`config.mk`:
```
export PLATFORM = sky130hd
export DESIGN_NAME = cmp_alarm_tracker
export DESIGN_NICKNAME = d
export VERILOG_FILES = /design/src/rtl/cmp_alarm_tracker.sv
export SDC_FILE = /design/constraint.sdc
export NUM_CORES = 1
export LEC_CHECK = 0
export CORE_ASPECT_RATIO = 1.75
export CORE_MARGIN = 2
export CORE_UTILIZATION = 54
export DETAILED_ROUTE_END_ITERATION = 7
export GPL_ROUTABILITY_DRIVEN = 0
export PLACE_DENSITY = 0.77
export RECOVER_POWER = 50
export SYNTH_ARGS = -nofsm -noshare
export SYNTH_HDL_FRONTEND = slang
export SYNTH_SLANG_ARGS = --single-unit
```
`constraint.sdc`:
```
create_clock -name clk -period 2.5 [get_ports clk]
set_input_delay 0.25 -clock clk [delete_from_list [all_inputs] [get_ports clk]]
set_output_delay 0.25 -clock clk [all_outputs]
set_load 0.1 [all_outputs]
```
`src/rtl/cmp_alarm_tracker.sv`:
```
// Consumes the comparator L/E/G result: one-hot qualification, hold/release alarm
// hysteresis FSM, and saturating per-outcome statistics counters.
module cmp_alarm_tracker #(
    parameter int unsigned HOLD_CNT = 4,
    parameter int unsigned REL_CNT  = 2,
    parameter int unsigned CNT_W    = 8
) (
    input  logic             clk,
    input  logic             rst_n,
    input  logic             cmp_valid,
    input  logic             cmp_lt,
    input  logic             cmp_eq,
    input  logic             cmp_gt,
    input  logic             clear,
    output logic             alarm_hi,
    output logic             alarm_lo,
    output logic [2:0]       state,
    output logic             err,
    output logic [CNT_W-1:0] cnt_lt,
    output logic [CNT_W-1:0] cnt_eq,
    output logic [CNT_W-1:0] cnt_gt
);

    typedef enum logic [2:0] {
        NORM   = 3'd0,
        PEND_G = 3'd1,
        HIGH   = 3'd2,
        PEND_L = 3'd3,
        LOW    = 3'd4
    } state_t;

    localparam logic [7:0] HOLD8 = 8'(HOLD_CNT);
    localparam logic [7:0] REL8  = 8'(REL_CNT);

    state_t           st_q, st_d;
    logic [7:0]       run_q, run_d;
    logic [7:0]       run_inc;
    logic             err_q;
    logic [CNT_W-1:0] cnt_lt_q, cnt_eq_q, cnt_gt_q;
    logic [2:0]       res;
    logic             onehot;
    logic             accept;

    assign res     = {cmp_lt, cmp_eq, cmp_gt};
    assign onehot  = (res == 3'b100) || (res == 3'b010) || (res == 3'b001);
    assign accept  = cmp_valid && onehot;
    assign run_inc = run_q + 8'd1;

    always_comb begin
        st_d  = st_q;
        run_d = run_q;
        case (st_q)
            NORM: begin
                if (accept && cmp_gt) begin
                    st_d  = (HOLD8 == 8'd1) ? HIGH : PEND_G;
                    run_d = (HOLD8 == 8'd1) ? 8'd0 : 8'd1;
                end else if (accept && cmp_lt) begin
                    st_d  = (HOLD8 == 8'd1) ? LOW : PEND_L;
                    run_d = (HOLD8 == 8'd1) ? 8'd0 : 8'd1;
                end
            end
            PEND_G: begin
                if (accept && cmp_gt) begin
                    if (run_inc == HOLD8) begin
                        st_d  = HIGH;
                        run_d = 8'd0;
                    end else begin
                        run_d = run_inc;
                    end
                end else if (accept && cmp_lt) begin
                    st_d  = (HOLD8 == 8'd1) ? LOW : PEND_L;
                    run_d = (HOLD8 == 8'd1) ? 8'd0 : 8'd1;
                end else if (accept) begin
                    st_d  = NORM;
                    run_d = 8'd0;
                end
            end
            PEND_L: begin
                if (accept && cmp_lt) begin
                    if (run_inc == HOLD8) begin
                        st_d  = LOW;
                        run_d = 8'd0;
                    end else begin
                        run_d = run_inc;
                    end
                end else if (accept && cmp_gt) begin
                    st_d  = (HOLD8 == 8'd1) ? HIGH : PEND_G;
                    run_d = (HOLD8 == 8'd1) ? 8'd0 : 8'd1;
                end else if (accept) begin
                    st_d  = NORM;
                    run_d = 8'd0;
                end
            end
            // Release always passes through NORM; an opposite result only counts toward release.
            HIGH: begin
                if (accept && cmp_gt) begin
                    run_d = 8'd0;
                end else if (accept) begin
                    if (run_inc == REL8) begin
                        st_d  = NORM;
                        run_d = 8'd0;
                    end else begin
                        run_d = run_inc;
                    end
                end
            end
            LOW: begin
                if (accept && cmp_lt) begin
                    run_d = 8'd0;
                end else if (accept) begin
                    if (run_inc == REL8) begin
                        st_d  = NORM;
                        run_d = 8'd0;
                    end else begin
                        run_d = run_inc;
                    end
                end
            end
            default: begin
                st_d  = NORM;
                run_d = 8'd0;
            end
        endcase
    end

    always_ff @(posedge clk or negedge rst_n) begin
        if (!rst_n) begin
            st_q     <= NORM;
            run_q    <= '0;
            err_q    <= 1'b0;
            cnt_lt_q <= '0;
            cnt_eq_q <= '0;
            cnt_gt_q <= '0;
        end else if (clear) begin
            st_q     <= NORM;
            run_q    <= '0;
            err_q    <= 1'b0;
            cnt_lt_q <= '0;
            cnt_eq_q <= '0;
            cnt_gt_q <= '0;
        end else begin
            st_q  <= st_d;
            run_q <= run_d;
            err_q <= cmp_valid && !onehot;
            if (accept && cmp_lt && (cnt_lt_q != '1)) cnt_lt_q <= cnt_lt_q + CNT_W'(1);
            if (accept && cmp_eq && (cnt_eq_q != '1)) cnt_eq_q <= cnt_eq_q + CNT_W'(1);
            if (accept && cmp_gt && (cnt_gt_q != '1)) cnt_gt_q <= cnt_gt_q + CNT_W'(1);
        end
    end

    assign state    = st_q;
    assign alarm_hi = (st_q == HIGH);
    assign alarm_lo = (st_q == LOW);
    assign err      = err_q;
    assign cnt_lt   = cnt_lt_q;
    assign cnt_eq   = cnt_eq_q;
    assign cnt_gt   = cnt_gt_q;

endmodule

```
==> flow_metrics.py <==
metrics = {
    "run_status": {
        "outcome": "complete, but fails checks",
        "violations": "max-capacitance violations, max-slew violations",
    },
    "synth": {
        "synth_edf_count": 0,
        "syn_area_um2": 2420,
        "synthSimpleGateAreaFrac_pct": 28.7,
        "synth-xor-area-share_pct": 10.5,
        "synth_mux_area_share_pct": 2.68,
        "synth_seq_area_share_pct": 37.2,
        "syn_nets": 293,
        "yosys_most_used_dff": "dfrtp_1",
        "synth_top_family_by_area": "simple AND/OR/NAND/NOR gates",
        "synth_compound_area_share_pct": 13.1,
        "avgSynthCellArea_um2": 8.66,
        "yosysWarningCount": 0,
        "synthArstFlopShare_pct": 100,
        "synthCells": 280,
        "ys_types": 59,
        "ys_ff_latch": 36,
        "synthAdderAreaFrac_pct": 3.10,
    },
    "floorplanning": {
        "die_w_um": 54.6,
        "core_um2": 4360,
        "die_y_um": 92.6,
        "die_area_um2": 5060,
        "io_pins": 37,
        "rows": 32,
        "initial_utilization_pct": 55.5,
    },
    "timing": {
        "max_freq_mhz": 435,
        "fin_crit_ps": 2300,
        "worst_slack_ps": 203,
        "rsz0062_at_grt": "no",
        "holdWs_ps": 490,
        "fin_crit_sh_pct": 91.9,
        "max-slew-margin-rel_pct": -31.7,
        "drv_slew": 37,
        "fin_skew_ps": 4.00,
        "setup_viol": 0,
        "hold_viol_final": 0,
        "setup_tns_ps": 0,
        "worst_pin_slew_ps": 1980,
    },
    "setup_path": {
        "criticalPathCategory": "reg2reg",
        "cp_max_fo": 5,
        "critPathArrivalTime_ps": 2480,
        "startpoint_type": "flop",
        "worstSetupEndpointType": "flop",
        "required_ps": 2680,
    },
    "power": {
        "p_clk_share_pct": 41.8,
        "vdd_drop_max_uv": 472,
        "combPwrFrac_pct": 14.8,
        "powerDensity_nw_per_um2": 487,
        "power_leakage_uw": 0.00121,
        "seqPwrFrac_pct": 43.4,
        "power.switching_uw": 383,
        "p_int_uw": 1010,
        "power_switching_share_pct": 27.5,
    },
    "flow_run": {
        "cap_viol_max_count": 1,
    },
    "clocking": {
        "cts_hold_buf": 0,
        "clkSlewWorstSetupHoldPaths_ps": 80,
        "cts.path.max_buffers": 2,
        "cts_buffers": 5,
        "cts_resized": 0,
        "cts_tree": "built",
        "clock_latency_ps": 300,
        "post_cts.repair.setup_buffers": 0,
        "cts.htree.levels": 2,
        "cts.sinks": 36,
        "cts_root_buf": "clkbuf_8",
    },
    "finish": {
        "fillers": 391,
        "post-route-util_pct": 65.5,
        "drive_gt1_share_pct": 16.5,
        "final_nets": 334,
        "syn2layout_area_growth_pct": 18.0,
        "num_antenna_cells": 0,
        "fin_cells": 373,
    },
    "grt": {
        "grt_first_pass_wirelength_mm": 9.34,
        "grt_max_degree": 37,
        "grt_usage_pct": 24.9,
        "antenna_found_initial": 0,
        "overflow": 0,
        "grt_pass1_vias": 2127,
    },
    "drt": {
        "vias": 2196,
        "drt-initial-drc-count": 31,
        "drt-vias-per-instance": 5.89,
        "remaining_drc_errors": 0,
        "antenna_left": 0,
        "drt_pass1_iterations": 6,
        "finalWirelength_mm": 5.62,
        "post_drt_wl_per_cell_um": 15.1,
    },
    "placement": {
        "dp_slack_ps": 146,
        "io_buffers": 36,
        "dp.cells": 365,
        "hpwlAfterDp_mm": 4.18,
    },
    "hold_path": {
        "holdCritPathClass": "in2async",
    },
}
[synthesized netlist by cell type (all sizes together), types with 2 or more instances]
cell type   n  area, um2
xnor2      10       87.6
ha          6       75.1
and4        2       17.5
nand4bb     2       22.5
a21oi       8       40.0
nand4       8       50.1
nor3        6       30.0
nor2       48        180
or3         4       30.0
nand3b      2       15.0
nand2b      6       37.5
or2         3       18.8
o2111ai     2       17.5
o211ai      3       22.5
a2111oi     2       17.5
dfrtp      36        901
xor2       19        166
o21ai      14       77.6
nand2      24       90.1
a31oi       2       12.5
a311oi      2       17.5
and3        3       18.8
o22ai       2       12.5
inv        10       37.5
o32ai       2       25.0
nor4        3       25.0
buf         8       56.3
mux2i       5       53.8
and2        2       15.0
nand3      13       70.1
clkbuf      6       22.5
[logic make-up (layout without fill, tap and decap cells)]
family                   count (synthesis)  after routing
multiplexers                             6              6
buffers and inverters                   24             66
flip-flops                              36             36
adder cells (fa/ha/maj)                  6              6
XOR/XNOR                                29             29
AND/OR/NAND/NOR                        134            134
AO/OA/AOI/OAI                           45             45
[final cells by class]
type	instances	area, um2	share of cell area (%)
inverter	10	41.3	1.44
tap	51	63.8	2.23
timing repair buffer	48	313	10.9
clock inverter	1	30.0	1.05
clock buffer	7	96.3	3.37
multi-input combinational	220	1410	49.3
sequential	36	907	31.7
[path summary, 6_finish.rpt]
check                                       from                     to  slack [ps]  cells past startpoint
setup / recovery            run_q[1]$_DFFE_PN0N_   state[2]$_DFFE_PN0P_         200                      7
hold / removal                             rst_n   run_q[7]$_DFFE_PN0N_         490                      1
setup reg to reg            run_q[1]$_DFFE_PN0N_   state[2]$_DFFE_PN0P_         200                      7
hold reg to reg            cnt_lt[6]$_DFFE_PN0P_  cnt_lt[6]$_DFFE_PN0P_         580                      2
max in group asynchronous                  rst_n   state[2]$_DFFE_PN0P_         610                      1
min in group clk           cnt_lt[6]$_DFFE_PN0P_  cnt_lt[6]$_DFFE_PN0P_         580                      2
[routing by layer]
metal  share of wire, %  GRT usage, %  routed length (um)
met2                 54          42.5                3010
met1                 39          27.6                2220
met4                3.6          12.9                 200
met3                3.4          4.68                 189
met5                  0             0                   0
[registers in the layout, indices dropped and copies added (netlist names)]
name,count
state,3
run_q,8
cnt_eq,8
err,1
cnt_gt,8
cnt_lt,8
[stage by stage]
stage	cell area, um2	total power [uW]
2_1_floorplan	2440	759
3_3_place_gp	2790	823
3_5_place_dp	2790	825
4_1_cts	2920	1410
5_1_grt	2860	1450
6_report	2860	1390
[critical path, stage by stage, from the launching register on]
cell and delay, ps:
dfrtp_1 430, ha_1 230, and3_1 190, nand3_1 130
nor4_2 400, o21ai_2 140, a211oi_2 300, mux2_1 350
[layout by cell type (no fill, tap or decap), types with 3 or more instances in the layout]
master | Yosys | final
a21oi_1 | 8 | 8
and3_1 | 3 | 3
buf_4 | 4 | 27
clkbuf_1 | 6 | 16
clkbuf_8 | 0 | 7
clkdlybuf4s50_1 | 0 | 5
dfrtp_1 | 36 | 33
ha_1 | 6 | 6
inv_1 | 10 | 9
mux2i_1 | 4 | 4
nand2_1 | 24 | 24
nand2b_1 | 6 | 6
nand3_1 | 12 | 12
nand4_1 | 8 | 8
nor2_1 | 48 | 48
nor3_1 | 6 | 6
o211ai_1 | 3 | 3
o21ai_0 | 7 | 7
o21ai_1 | 5 | 5
or3_1 | 3 | 3
xnor2_1 | 10 | 10
xor2_1 | 19 | 19
[power groups by stage]
stage | clock [uW] | combinational, uW | sequential (uW)
floorplan | 0 | 106 | 653
global placement | 0 | 207 | 615
detailed placement | 0 | 209 | 615
CTS | 592 | 210 | 604
global route | 615 | 226 | 606
finish | 581 | 207 | 604
Note: power is estimated with default switching activity, not from simulation.
